`src/rtl/rr_priority_encoder_pkg.sv`:
```
// Shared constants and helpers for the round-robin priority encoder.
//   MODE_FIXED / MODE_RR : values of the mode input
//   clog2()              : index width derivation for a request vector of N lines
package enc_pkg;

  localparam logic MODE_FIXED = 1'b0;
  localparam logic MODE_RR    = 1'b1;

  function automatic int unsigned clog2(input int unsigned v);
    int unsigned r;
    r = 0;
    while ((32'd1 << r) < v) r++;
    return r;
  endfunction

endpackage

```
`src/rtl/rr_priority_encoder_if.sv`:
```
// Request/result bus of the priority encoder.
//   en, mode, req, in_valid : request side (driven by master)
//   in_ready                : encoder can accept a request
//   out_valid, y, found,
//   grant                   : registered result (driven by slave)
//   out_ready               : consumer takes the result (driven by master)
interface rr_priority_encoder_if
  import enc_pkg::*;
#(
  parameter int unsigned N = 16
);
  localparam int unsigned W = clog2(N);

  logic         en;
  logic         mode;
  logic [N-1:0] req;
  logic         in_valid;
  logic         in_ready;
  logic         out_valid;
  logic         out_ready;
  logic [W-1:0] y;
  logic         found;
  logic [N-1:0] grant;

  modport master (
    output en, mode, req, in_valid, out_ready,
    input  in_ready, out_valid, y, found, grant
  );

  modport slave (
    input  en, mode, req, in_valid, out_ready,
    output in_ready, out_valid, y, found, grant
  );

endinterface

```
`src/rtl/rr_priority_encoder_rr_pick.sv`:
```
// Combinational winner selection.
//   req    : request vector
//   ptr    : round-robin start index (ignored in fixed mode)
//   mode   : MODE_FIXED = highest index wins, MODE_RR = first set bit at/after ptr
//   idx    : winning index (0 when no hit)
//   hit    : at least one request set
//   onehot : one-hot winner (all zero when no hit)
module rr_pick
  import enc_pkg::*;
#(
  parameter int unsigned N = 16,
  parameter int unsigned W = 4
) (
  input  logic [N-1:0] req,
  input  logic [W-1:0] ptr,
  input  logic         mode,
  output logic [W-1:0] idx,
  output logic         hit,
  output logic [N-1:0] onehot
);

  // Rotating {req,req} right by ptr puts index (ptr+k) mod N at bit k,
  // so the lowest set bit of the low half is the round-robin winner.
  logic [2*N-1:0] w_dbl;
  logic [N-1:0]   w_rot;

  assign w_dbl = {req, req} >> ptr;
  assign w_rot = w_dbl[N-1:0];

  always_comb begin
    idx    = '0;
    hit    = 1'b0;
    onehot = '0;
    if (mode == MODE_RR) begin
      for (int unsigned k = 0; k < N; k++) begin
        if (!hit && w_rot[k]) begin
          hit = 1'b1;
          idx = ptr + W'(k);
        end
      end
    end else begin
      // Ascending scan; the last set bit seen is the highest index.
      for (int unsigned i = 0; i < N; i++) begin
        if (req[i]) begin
          hit = 1'b1;
          idx = W'(i);
        end
      end
    end
    if (hit) onehot[idx] = 1'b1;
  end

endmodule

```
`src/rtl/rr_priority_encoder.sv`:
```
// N-to-log2(N) priority encoder with registered result, valid/ready handshake
// and an optional round-robin mode driven by a rotating priority pointer.
//   clk   : rising-edge clock
//   rst_n : synchronous active-low reset
//   bus   : request/result bus (slave side), see rr_priority_encoder_if
module rr_priority_encoder
  import enc_pkg::*;
#(
  parameter int unsigned N = 16
) (
  input logic                  clk,
  input logic                  rst_n,
  rr_priority_encoder_if.slave bus
);

  localparam int unsigned W = clog2(N);

  logic         r_out_valid;
  logic [W-1:0] r_y;
  logic         r_found;
  logic [N-1:0] r_grant;
  logic [W-1:0] r_ptr;

  logic         w_accept;
  logic [W-1:0] w_idx;
  logic         w_hit;
  logic [N-1:0] w_onehot;

  rr_pick #(
    .N (N),
    .W (W)
  ) u_pick (
    .req    (bus.req),
    .ptr    (r_ptr),
    .mode   (bus.mode),
    .idx    (w_idx),
    .hit    (w_hit),
    .onehot (w_onehot)
  );

  assign bus.in_ready  = !r_out_valid || bus.out_ready;
  assign w_accept      = bus.in_valid && bus.in_ready;

  assign bus.out_valid = r_out_valid;
  assign bus.y         = r_y;
  assign bus.found     = r_found;
  assign bus.grant     = r_grant;

  always_ff @(posedge clk) begin
    if (!rst_n) begin
      r_out_valid <= 1'b0;
      r_y         <= '0;
      r_found     <= 1'b0;
      r_grant     <= '0;
      r_ptr       <= '0;
    end else if (w_accept) begin
      r_out_valid <= 1'b1;
      if (bus.en) begin
        r_y     <= w_idx;
        r_found <= w_hit;
        r_grant <= w_onehot;
        // Pointer moves past the winner only for a real round-robin grant.
        if (w_hit && (bus.mode == MODE_RR)) r_ptr <= w_idx + W'(1);
      end else begin
        r_y     <= '0;
        r_found <= 1'b0;
        r_grant <= '0;
      end
    end else if (bus.out_ready) begin
      r_out_valid <= 1'b0;
    end
  end

endmodule

```
`src/flat_wrapper.sv`:
```
// flat-port wrapper written by rule: the top's interface ports become plain ports
module rr_priority_encoder_flat import enc_pkg::*;
#(
  parameter int unsigned N = 16
)
  (clk, rst_n, bus_en, bus_mode, bus_req, bus_in_valid, bus_out_ready, bus_in_ready, bus_out_valid, bus_y, bus_found, bus_grant);
  rr_priority_encoder_if #(.N(N)) bus_i ();
  input logic clk;
  input logic rst_n;
  input wire logic [$bits(bus_i.en)-1:0] bus_en;
  input wire logic [$bits(bus_i.mode)-1:0] bus_mode;
  input wire logic [$bits(bus_i.req)-1:0] bus_req;
  input wire logic [$bits(bus_i.in_valid)-1:0] bus_in_valid;
  input wire logic [$bits(bus_i.out_ready)-1:0] bus_out_ready;
  output wire logic [$bits(bus_i.in_ready)-1:0] bus_in_ready;
  output wire logic [$bits(bus_i.out_valid)-1:0] bus_out_valid;
  output wire logic [$bits(bus_i.y)-1:0] bus_y;
  output wire logic [$bits(bus_i.found)-1:0] bus_found;
  output wire logic [$bits(bus_i.grant)-1:0] bus_grant;
  assign bus_i.en = bus_en;
  assign bus_i.mode = bus_mode;
  assign bus_i.req = bus_req;
  assign bus_i.in_valid = bus_in_valid;
  assign bus_i.out_ready = bus_out_ready;
  assign bus_in_ready = bus_i.in_ready;
  assign bus_out_valid = bus_i.out_valid;
  assign bus_y = bus_i.y;
  assign bus_found = bus_i.found;
  assign bus_grant = bus_i.grant;
  rr_priority_encoder #(.N(N)) u_core (.clk(clk), .rst_n(rst_n), .bus(bus_i));
endmodule
```
`config.mk`:
```
export PLATFORM = sky130hd
export DESIGN_NAME = rr_priority_encoder_flat
export DESIGN_NICKNAME = d
export VERILOG_FILES = /design/src/rtl/rr_priority_encoder_pkg.sv /design/src/rtl/rr_priority_encoder_if.sv /design/src/rtl/rr_priority_encoder_rr_pick.sv /design/src/rtl/rr_priority_encoder.sv /design/src/flat_wrapper.sv
export SDC_FILE = /design/constraint.sdc
export NUM_CORES = 1
export LEC_CHECK = 0
export CAP_MARGIN = 20
export CORE_AREA = 2 2 88 90
export CTS_CLUSTER_SIZE = 10
export DETAILED_ROUTE_END_ITERATION = 7
export DIE_AREA = 0 0 90 92
export GPL_ROUTABILITY_DRIVEN = 0
export MAX_ROUTING_LAYER = met4
export PLACE_DENSITY = 0.77
export SETUP_SLACK_MARGIN = 0.2
export SLEW_MARGIN = 25
export SYNTH_ARGS = -nofsm -noshare
export SYNTH_HDL_FRONTEND = slang
export SYNTH_SLANG_ARGS = --single-unit
```
`constraint.sdc`:
```
create_clock -name clk -period 5.9 [get_ports clk]
set_clock_uncertainty 0.1 [all_clocks]
set_input_delay 0.59 -clock clk [delete_from_list [all_inputs] [get_ports clk]]
set_output_delay 0.59 -clock clk [all_outputs]
set_load 0.05 [all_outputs]
```
==> results of run 1 <==
-- final timing paths --
kind                                startpoint                                 to  slack (ns)  cells past startpoint
hold / removal    u_core.bus.y[0]$_SDFFE_PN0P_       u_core.bus.y[0]$_SDFFE_PN0P_        0.37                      2
hold reg to reg   u_core.bus.y[0]$_SDFFE_PN0P_       u_core.bus.y[0]$_SDFFE_PN0P_        0.37                      2
setup reg to reg  u_core.r_ptr[1]$_SDFFE_PN0P_  u_core.bus.grant[12]$_SDFFE_PN0P_        0.86                     15
setup / recovery                   bus_req[11]  u_core.bus.grant[12]$_SDFFE_PN0P_        0.81                     15
-- Yosys cell counts (3+ instances only) --
cell,instances
sky130_fd_sc_hd__a211oi_1,5
sky130_fd_sc_hd__a21boi_0,4
sky130_fd_sc_hd__a21oi_1,27
sky130_fd_sc_hd__a221oi_1,4
sky130_fd_sc_hd__a31oi_1,7
sky130_fd_sc_hd__a32oi_1,13
sky130_fd_sc_hd__and2_1,17
sky130_fd_sc_hd__and3_1,3
sky130_fd_sc_hd__buf_1,4
sky130_fd_sc_hd__buf_2,10
sky130_fd_sc_hd__clkbuf_1,14
sky130_fd_sc_hd__dfxtp_1,26
sky130_fd_sc_hd__ha_1,11
sky130_fd_sc_hd__inv_1,14
sky130_fd_sc_hd__mux2_2,20
sky130_fd_sc_hd__mux2i_1,25
sky130_fd_sc_hd__mux4_2,21
sky130_fd_sc_hd__nand2_1,60
sky130_fd_sc_hd__nand2b_1,11
sky130_fd_sc_hd__nand3_1,14
sky130_fd_sc_hd__nand4_1,4
sky130_fd_sc_hd__nor2_1,16
sky130_fd_sc_hd__nor2b_1,13
sky130_fd_sc_hd__nor3_1,12
sky130_fd_sc_hd__nor4_1,5
sky130_fd_sc_hd__o2111a_1,3
sky130_fd_sc_hd__o2111ai_1,4
sky130_fd_sc_hd__o211a_1,3
sky130_fd_sc_hd__o211ai_1,9
sky130_fd_sc_hd__o21ai_0,15
sky130_fd_sc_hd__o21bai_1,4
sky130_fd_sc_hd__o22a_1,3
sky130_fd_sc_hd__o22ai_1,5
sky130_fd_sc_hd__o31ai_1,13
sky130_fd_sc_hd__o32ai_1,3
sky130_fd_sc_hd__or3_1,6
sky130_fd_sc_hd__or4_1,3
sky130_fd_sc_hd__xnor2_1,3
sky130_fd_sc_hd__xor2_1,4
-- logic make-up after synthesis --
logic type	after synthesis
XOR/XNOR	7
AO/OA/AOI/OAI	146
AND/OR/NAND/NOR	172
adder cells (fa/ha/maj)	11
flip-flops	26
multiplexers	69
buffers and inverters	48
-- where the power goes --
| part | switching (uW) | internal, uW |
|---|---|---|
| Clock | 55.5 | 90.7 |
| Sequential | 8.72 | 181 |
| Combinational | 273 | 168 |
| Total | 337 | 440 |
-- state kept, by name, indices dropped and copies added (netlist names) --
register / flops
u_core.r_ptr: 4
u_core.bus.y: 4
u_core.bus.found: 1
u_core.bus.grant: 16
u_core.bus.out_valid: 1
-- cell usage in the layout (no fill, tap or decap), types with 5 or more instances in the layout --
| cell type | instances |
|---|---|
| sky130_fd_sc_hd__nand2_1 | 60 |
| sky130_fd_sc_hd__clkdlybuf4s50_1 | 44 |
| sky130_fd_sc_hd__nand2b_1 | 11 |
| sky130_fd_sc_hd__o22ai_1 | 5 |
| sky130_fd_sc_hd__nor4_1 | 5 |
| sky130_fd_sc_hd__a31oi_1 | 7 |
| sky130_fd_sc_hd__o211ai_1 | 9 |
| sky130_fd_sc_hd__mux2_2 | 20 |
| sky130_fd_sc_hd__nor3_1 | 12 |
| sky130_fd_sc_hd__nor2_1 | 16 |
| sky130_fd_sc_hd__inv_1 | 14 |
| sky130_fd_sc_hd__o31ai_1 | 13 |
| sky130_fd_sc_hd__a21oi_1 | 27 |
| sky130_fd_sc_hd__and2_1 | 17 |
| sky130_fd_sc_hd__a211oi_1 | 5 |
| sky130_fd_sc_hd__nand3_1 | 14 |
| sky130_fd_sc_hd__mux4_2 | 21 |
| sky130_fd_sc_hd__o21ai_0 | 15 |
| sky130_fd_sc_hd__buf_4 | 7 |
| sky130_fd_sc_hd__a32oi_1 | 13 |
| sky130_fd_sc_hd__mux2i_1 | 25 |
| sky130_fd_sc_hd__dfxtp_1 | 24 |
| sky130_fd_sc_hd__nor2b_1 | 13 |
| sky130_fd_sc_hd__or3_1 | 6 |
| sky130_fd_sc_hd__ha_1 | 11 |
-- stage by stage --
step                hold slack [ns]  std cells  setup WS [ns]  power [uW]
floorplan                     0.570        479           1.81         504
global placement              0.352        599          0.871         612
detailed placement            0.355        599          0.678         616
CTS                           0.374        603          0.717         762
global route                  0.410        603          0.540         815
finish                        0.374        603          0.809         777
-- metal layers --
layer  up-vias  routed length [um]  part of all wire, %
li1       1924                   -                    -
met1      2009                5330                   43
met2       274                5520                   44
met3        41                1200                  9.6
met4         0                 410                  3.3
met5         -                   0                    0
-- layout make-up --
type	instances	area, sq um
multi-input combinational	405	3180
fill	664	3000
sequential	26	523
timing repair buffer	51	493
tap	102	128
inverter	15	56.3
clock buffer	3	41.3
clock inverter	1	30.0
-- tightest hold or removal path: cells and delay by family, from the launching register on --
| family | cells | cell delay [ns] |
|---|---|---|
| AO/OA/AOI/OAI | 1 | 0.05 |
| flip-flops | 1 | 0.32 |
| AND/OR/NAND/NOR | 1 | 0.06 |
==> impl_metrics.json, run 1 <==
{
  "place.port_buffers": 44,
  "result_of_the_run": "finished, final reports clean",
  "grt_overflow": 0,
  "avgSynthCellArea_sq_um": 8.17,
  "synth_cell_types": 70,
  "post_drt_via_cell_ratio": 7.04,
  "cts_inserted_buffers": 3,
  "drv_slew": 0,
  "hold_viol": 0,
  "synthDominantAreaCellType": "sky130_fd_sc_hd__dfxtp_1",
  "global_route_wire_length_before_repair_mm": 20.2,
  "initial_antenna_violation_count": 0,
  "synth_adder_area_share_pct": 3.52,
  "unrepaired_setup_endpoints_after_global_routing": "no",
  "floorplan.io_pins": 45,
  "critPathSlowestCell": "sky130_fd_sc_hd__mux4_1",
  "dpl-instance-area_sq_mm": 0.00437,
  "critical_path.n_buffers_inverters": 3,
  "max_cap_viol_count": 0,
  "synth-main-ff-cell": "sky130_fd_sc_hd__dfxtp_1",
  "cts_resized": 0,
  "chipWidth_um": 90,
  "synth-compound-area-share_pct": 27.8,
  "cts_num_sinks": 26,
  "cts_max_path_buffers": 2,
  "cts_htree_levels": 1,
  "proportion_of_layout_cells_with_a_drive_suffix_above_1_pct": 12.8,
  "ctsRootBufferMaster": "sky130_fd_sc_hd__clkbuf_8",
  "synth-simple-area-share_pct": 22.4,
  "worstPathMaxFanout": 13,
  "die_area_sq_mm": 0.00828,
  "initial_cell_density_of_the_core_pct": 52.5,
  "layout_worst_path_cycle_share_pct": 86.3,
  "syn_to_final_growth_pct": 13.7,
  "start_kind": "primary input",
  "grt.met1_usage_pct": 41.6,
  "yosys-top-cells-area": "sky130_fd_sc_hd__dfxtp_1, sky130_fd_sc_hd__mux4_2, sky130_fd_sc_hd__mux2i_1, sky130_fd_sc_hd__mux2_2, sky130_fd_sc_hd__nand2_1",
  "clock_pin_slew_on_the_worst_setup_and_hold_paths_ns": 0.09,
  "core_area_sq_mm": 0.00745,
  "globalRouteMet3Util_pct": 3.37,
  "path_class": "in2reg",
  "setup_viol": 0,
  "drc": 0,
  "synth_top_family_by_area": "compound AO/OA/AOI/OAI gates",
  "ys_seq_area_share_pct": 13.3,
  "min-delay-path-class": "reg2reg",
  "arrival_ns": 5.16,
  "p_leak_uw": 0.00152,
  "critPathRequiredTime_ns": 5.97,
  "global_route_track_usage_on_met2_pct": 46.0,
  "tritoncts": "yes",
  "drt_first_iter_violations": 547,
  "powerDensity_mw_per_mm2": 175,
  "fin_crit_ns": 5.09,
  "max_freq_mhz": 196,
  "worst_skew_pair.late_latency_ns": 0.27,
  "synth_edf_count": 0,
  "timing.setup.tns_ns": 0,
  "postSynthRegisterBits": 26,
  "wire_per_inst_um": 20.7,
  "slowest_delay_ns": 0.66,
  "core.rowCount": 32,
  "number_of_global_route_vias_before_repair": 3928,
  "worst_path_dominant_cell_family": "simple AND/OR/NAND/NOR gates",
  "n_antenna_cell": 0,
  "end_kind": "flip-flop",
  "netlist.area_leader.share_pct": 13.3,
  "ys.warnings.count": 0,
  "totalWireLength_mm": 12.5,
  "postCtsSetupRepairBufs": 0,
  "place.detailed.hpwl_mm": 9.08,
  "antenna_violating_nets_post_route": 0,
  "crit_path_cell_trace": "clkdlybuf4s50_1 -> mux4_1 -> mux2i_1 -> nand2_1 -> o22ai_1 -> buf_4 -> nand4_1 -> or3_1 -> a221oi_1 -> or2_2 -> inv_1 -> ha_1 -> and2_1 -> a32oi_1 -> nor2b_1",
  "finalCoreUtilization_pct": 59.7,
  "ctsHoldBuffers": 0,
  "syn-cell-area_sq_mm": 0.00391,
  "maximum_number_of_pins_on_one_net_before_global_route_repair": 37,
  "vdd_drop_max_mv": 0.156,
  "num-nets-final": 535,
  "num_vias": 4248,
  "yosys-mux-area-fraction_pct": 25.8,
  "finish.instance_area_sq_mm": 0.00445,
  "synthesis.nets": 512,
  "worst_slew_margin_rel_pct": 27.6,
  "drt_pass1_iterations": 7,
  "syn-instance-count": 479,
  "globalRoute.busiestLayer": "met2",
  "chipHeight_um": 92,
  "grt.total_usage_pct": 30.1,
  "postSynth.asyncResetShare_pct": 0,
  "tightest_slew_ns": 1.09,
  "synth_xor_xnor_area_share_pct": 1.57
}
No activity file was read; power rests on OpenSTA's default activity.
==> run 2: changes to the inputs <==
- CAP_MARGIN: 20 -> 30
==> run 2 against run 1 <==
Effect of this change:
- first-iteration DRC count rose by 18%
- critical path depth did not move
- design area rose by 0.34%
- wire length rose by 0.14%
- clock power barely moved
- fmax rose by 1.0%
- global-route usage did not move
- sequential cell count did not move
- register-to-register slack improved by 0.04 ns
- total power barely moved
- sequential power barely moved
- die area did not move
==> impl_metrics.json, run 2 (synthesis results as in run 1) <==
{
  "post_drt_via_cell_ratio": 7.13,
  "number_of_global_route_vias_before_repair": 3928,
  "layout_worst_path_cycle_share_pct": 85.4,
  "initial_antenna_violation_count": 0,
  "syn_to_final_growth_pct": 14.0,
  "hold_viol": 0,
  "fin_crit_ns": 5.04,
  "max_cap_viol_count": 0,
  "tightest_slew_ns": 0.810,
  "chipWidth_um": 90,
  "wire_per_inst_um": 20.7,
  "p_leak_uw": 0.00152,
  "core.rowCount": 32,
  "unrepaired_setup_endpoints_after_global_routing": "no",
  "worstPathMaxFanout": 13,
  "pwr-share-clk_pct": 18.7,
  "vdd_drop_max_mv": 0.156,
  "num_vias": 4304,
  "postCtsSetupRepairBufs": 0,
  "max_freq_mhz": 198,
  "proportion_of_layout_cells_with_a_drive_suffix_above_1_pct": 12.9,
  "worst_skew_pair.late_latency_ns": 0.27,
  "totalWireLength_mm": 12.5,
  "initial_cell_density_of_the_core_pct": 52.5,
  "antenna_violating_nets_post_route": 0,
  "mostFrequentLayoutCells": "sky130_fd_sc_hd__nand2_1, sky130_fd_sc_hd__clkdlybuf4s50_1, sky130_fd_sc_hd__a21oi_1, sky130_fd_sc_hd__mux2i_1, sky130_fd_sc_hd__dfxtp_1",
  "critPathRequiredTime_ns": 5.96,
  "die_area_sq_mm": 0.00828,
  "cts_inserted_buffers": 3,
  "drv_slew": 0,
  "chipHeight_um": 92,
  "timing.setup.tns_ns": 0,
  "tritoncts": "yes",
  "fin_worst_hold_slack_ns": 0.375,
  "place.detailed.hpwl_mm": 9.08,
  "end_kind": "flip-flop",
  "powerDensity_mw_per_mm2": 174,
  "power.internal_uw": 441,
  "result_of_the_run": "finished, final reports clean",
  "path_class": "in2reg",
  "drt_first_iter_violations": 645,
  "layout.cells.non_filler": 604,
  "setup_viol": 0,
  "place.port_buffers": 44,
  "ctsRootBufferMaster": "sky130_fd_sc_hd__clkbuf_8",
  "start_kind": "primary input",
  "switching_share_pct": 43.3,
  "cts_max_path_buffers": 2,
  "layout.cells.most_common": "sky130_fd_sc_hd__nand2_1",
  "largest_register_ffs": 16,
  "grt_overflow": 0,
  "min-delay-path-class": "reg2reg",
  "drt_pass1_iterations": 6,
  "cts_htree_levels": 1,
  "dp.cells": 599,
  "seqPwrFrac_pct": 24.5,
  "cts_resized": 0,
  "clock_pin_slew_on_the_worst_setup_and_hold_paths_ns": 0.09,
  "comb_power_share_pct": 56.9,
  "global_route_wire_length_before_repair_mm": 20.2,
  "cts_num_sinks": 26,
  "maximum_number_of_pins_on_one_net_before_global_route_repair": 37,
  "net-switching-power_uw": 337,
  "core_area_sq_mm": 0.00745,
  "n_antenna_cell": 0,
  "floorplan.io_pins": 45,
  "drc": 0,
  "num-nets-final": 536,
  "arrival_ns": 5.10,
  "grt.total_usage_pct": 30.1,
  "ctsHoldBuffers": 0,
  "worst_slew_margin_rel_pct": 45.2
}
## run 2: area by class of cell
type,count,area (sq um)
Clock buffer,3,41.3
Clock inverter,1,30.0
Fill cell,662,2990
Inverter,15,56.3
Multi-Input combinational cell,405,3180
Sequential cell,26,523
Tap cell,102,128
Timing Repair Buffer,52,508
## run 2: per-layer routing
metal / wire, um / vias up / global-route usage (%)
met5: 0 / - / -
met4: 524 / 0 / 10.6
met3: 1130 / 61 / 3.37
met2: 5470 / 296 / 46.0
met1: 5360 / 2032 / 41.6
li1: - / 1915 / -
## run 2: worst max-delay path, cell delays in order
cell and delay [ns]:
sky130_fd_sc_hd__clkdlybuf4s50_1 0.55, sky130_fd_sc_hd__mux4_1 0.65, sky130_fd_sc_hd__mux2i_1 0.50, sky130_fd_sc_hd__nand2_1 0.15, sky130_fd_sc_hd__o22ai_1 0.18, sky130_fd_sc_hd__buf_4 0.22
sky130_fd_sc_hd__nand4_1 0.32, sky130_fd_sc_hd__or3_1 0.47, sky130_fd_sc_hd__a221oi_1 0.54, sky130_fd_sc_hd__or2_2 0.24, sky130_fd_sc_hd__inv_1 0.06, sky130_fd_sc_hd__ha_1 0.20
sky130_fd_sc_hd__and2_1 0.15, sky130_fd_sc_hd__a32oi_1 0.21, sky130_fd_sc_hd__nor2b_1 0.07
## run 2: final timing paths
| check | start | endpoint | slack [ns] | cells past startpoint |
|---|---|---|---|---|
| max | bus_req[11] | u_core.bus.grant[12]$_SDFFE_PN0P_ | 0.86 | 15 |
| min | u_core.bus.y[0]$_SDFFE_PN0P_ | u_core.bus.y[0]$_SDFFE_PN0P_ | 0.38 | 2 |
| max reg2reg | u_core.r_ptr[1]$_SDFFE_PN0P_ | u_core.bus.grant[12]$_SDFFE_PN0P_ | 0.90 | 15 |
| min reg2reg | u_core.bus.y[0]$_SDFFE_PN0P_ | u_core.bus.y[0]$_SDFFE_PN0P_ | 0.38 | 2 |
## run 2: power by group through the flow
| stage | clock network [uW] | logic [uW] | registers [uW] |
|---|---|---|---|
| 5_1_grt | 155 | 470 | 191 |
| 4_1_cts | 147 | 425 | 190 |
| 3_5_place_dp | 0 | 422 | 194 |
| 6_report | 145 | 442 | 190 |
| 2_1_floorplan | 0 | 301 | 203 |
| 3_3_place_gp | 0 | 419 | 194 |
## run 2: metrics by stage
step | power (uW) | utilization (%) | cell area (sq um) | setup slack (ns)
floorplan | 504 | - | 3910 | 1.81
global placement | 612 | 58.7 | 4370 | 0.871
detailed placement | 616 | 58.7 | 4370 | 0.678
CTS | 762 | 59.7 | 4450 | 0.717
global route | 816 | 59.9 | 4460 | 0.540
finish | 778 | 59.9 | 4460 | 0.860
==> run 3: changes to the inputs <==
- REMOVE_ABC_BUFFERS: not set -> 1
==> run 3 against run 2 <==
Effect of this change:
- global-route usage rose by 1.1 points
- critical path depth did not move
- non-clock buffer count did not move
- critical path type unchanged
- sequential power barely moved
- design area rose by 0.11%
- combinational power barely moved
- clock power rose by 3%
- largest cell class unchanged
==> impl_metrics.json, run 3 (synthesis results as in run 1) <==
{
  "clock_pin_slew_on_the_worst_setup_and_hold_paths_ns": 0.09,
  "cts_resized": 0,
  "dp.cells": 600,
  "global_route_track_usage_on_met2_pct": 47.7,
  "largest_register_ffs": 16,
  "core_area_sq_mm": 0.00745,
  "fin_crit_ns": 4.99,
  "layout.cells.most_common": "sky130_fd_sc_hd__nand2_1",
  "postCtsSetupRepairBufs": 0,
  "regArea_sq_um": 523,
  "hold_viol": 0,
  "wire_per_inst_um": 20.8,
  "cts_num_sinks": 26,
  "critPathRequiredTime_ns": 5.97,
  "num-nets-final": 536,
  "drc": 0,
  "grt_overflow": 0,
  "core.rowCount": 32,
  "tightest_slew_ns": 0.844,
  "antenna_violating_nets_post_route": 0,
  "global_route_wire_length_before_repair_mm": 20.7,
  "vdd_drop_max_mv": 0.183,
  "floorplan.io_pins": 45,
  "end_kind": "flip-flop",
  "globalRouteMet3Util_pct": 2.96,
  "tritoncts": "yes",
  "num_vias": 4239,
  "chipHeight_um": 92,
  "layout.cells.non_filler": 604,
  "globalRoute.busiestLayer": "met2",
  "cts_inserted_buffers": 3,
  "worst_skew_pair.late_latency_ns": 0.27,
  "cts_htree_levels": 1,
  "grt.met1_usage_pct": 42.9,
  "arrival_ns": 5.06,
  "result_of_the_run": "finished, final reports clean",
  "finish.instance_area_sq_mm": 0.00447,
  "cts_max_path_buffers": 2,
  "place.port_buffers": 44,
  "path_class": "in2reg",
  "max_freq_mhz": 200,
  "timing.setup.tns_ns": 0,
  "post_drt_via_cell_ratio": 7.02,
  "max_cap_viol_count": 0,
  "powerDensity_mw_per_mm2": 175,
  "syn_to_final_growth_pct": 14.2,
  "drv_slew": 0,
  "die_area_sq_mm": 0.00828,
  "worst_slew_margin_rel_pct": 43.7,
  "n_antenna_cell": 0,
  "ctsHoldBuffers": 0,
  "place.detailed.hpwl_mm": 9.15,
  "drt_pass1_iterations": 7,
  "initial_antenna_violation_count": 0,
  "dpl-instance-area_sq_mm": 0.00439,
  "chipWidth_um": 90,
  "min-delay-path-class": "reg2reg",
  "initial_cell_density_of_the_core_pct": 52.5,
  "layout_worst_path_cycle_share_pct": 84.6,
  "setup_viol": 0,
  "start_kind": "primary input",
  "fill_cells": 664,
  "grt.total_usage_pct": 31.2,
  "multi_input_gate_area_sq_mm": 0.00318,
  "ctsRootBufferMaster": "sky130_fd_sc_hd__clkbuf_8",
  "drt_first_iter_violations": 666,
  "mostFrequentLayoutCells": "sky130_fd_sc_hd__nand2_1, sky130_fd_sc_hd__clkdlybuf4s50_1, sky130_fd_sc_hd__a21oi_1, sky130_fd_sc_hd__mux2i_1, sky130_fd_sc_hd__dfxtp_1",
  "worstPathMaxFanout": 13,
  "number_of_global_route_vias_before_repair": 4000,
  "proportion_of_layout_cells_with_a_drive_suffix_above_1_pct": 12.9,
  "unrepaired_setup_endpoints_after_global_routing": "no",
  "p_leak_uw": 0.00152,
  "totalWireLength_mm": 12.6,
  "maximum_number_of_pins_on_one_net_before_global_route_repair": 55
}
## run 3: through the flow
stage	utilization, %	hold WS, ns	power [uW]	worst slack (ns)
5_1_grt	60.0	0.396	820	0.665
2_1_floorplan	-	0.576	491	0.865
6_report	60.0	0.382	782	0.908
3_3_place_gp	59.0	0.355	615	0.851
3_5_place_dp	59.0	0.372	619	0.787
4_1_cts	60.0	0.389	768	0.806
## run 3: worst paths after layout
check	end	start	slack (ns)	depth (start not counted)
worst max-delay path	u_core.bus.grant[12]$_SDFFE_PN0P_	bus_req[11]	0.91	15
worst min-delay path	u_core.bus.y[2]$_SDFFE_PN0P_	u_core.bus.y[2]$_SDFFE_PN0P_	0.38	2
worst max register to register	u_core.bus.grant[12]$_SDFFE_PN0P_	u_core.r_ptr[0]$_SDFFE_PN0P_	1.02	14
worst min register to register	u_core.bus.y[2]$_SDFFE_PN0P_	u_core.bus.y[2]$_SDFFE_PN0P_	0.38	2
## run 3: cell type report
class                      count  share of cell area [%]
clock buffer                   3                   0.924
sequential                    26                    11.7
timing repair buffer          52                    11.5
tap                          102                    2.86
inverter                      15                    1.26
multi-input combinational    405                    71.1
clock inverter                 1                   0.672
## run 3: critical path: stages
cell and delay [ns]:
sky130_fd_sc_hd__clkdlybuf4s50_1 0.56, sky130_fd_sc_hd__mux4_1 0.66, sky130_fd_sc_hd__mux2i_1 0.49, sky130_fd_sc_hd__nand2_1 0.15, sky130_fd_sc_hd__o22ai_1 0.18, sky130_fd_sc_hd__buf_4 0.21, sky130_fd_sc_hd__nand4_1 0.33, sky130_fd_sc_hd__or3_1 0.48
sky130_fd_sc_hd__a221oi_1 0.48, sky130_fd_sc_hd__or2_2 0.23, sky130_fd_sc_hd__inv_1 0.06, sky130_fd_sc_hd__ha_1 0.20, sky130_fd_sc_hd__and2_1 0.15, sky130_fd_sc_hd__a32oi_1 0.21, sky130_fd_sc_hd__nor2b_1 0.07
## run 3: where the power goes
part | leakage [uW] | total [uW] | internal (uW) | switching, uW
Combinational | 0.00128 | 444 | 170 | 274
Clock | 0.0000357 | 149 | 90.9 | 58.2
Sequential | 0.000212 | 189 | 181 | 7.77
## run 3: routing by layer
layer | part of all wire (%) | routed length (um)
met3 | 10 | 1320
met2 | 45 | 5690
met1 | 41 | 5130
met5 | 0 | 0
met4 | 3.5 | 442
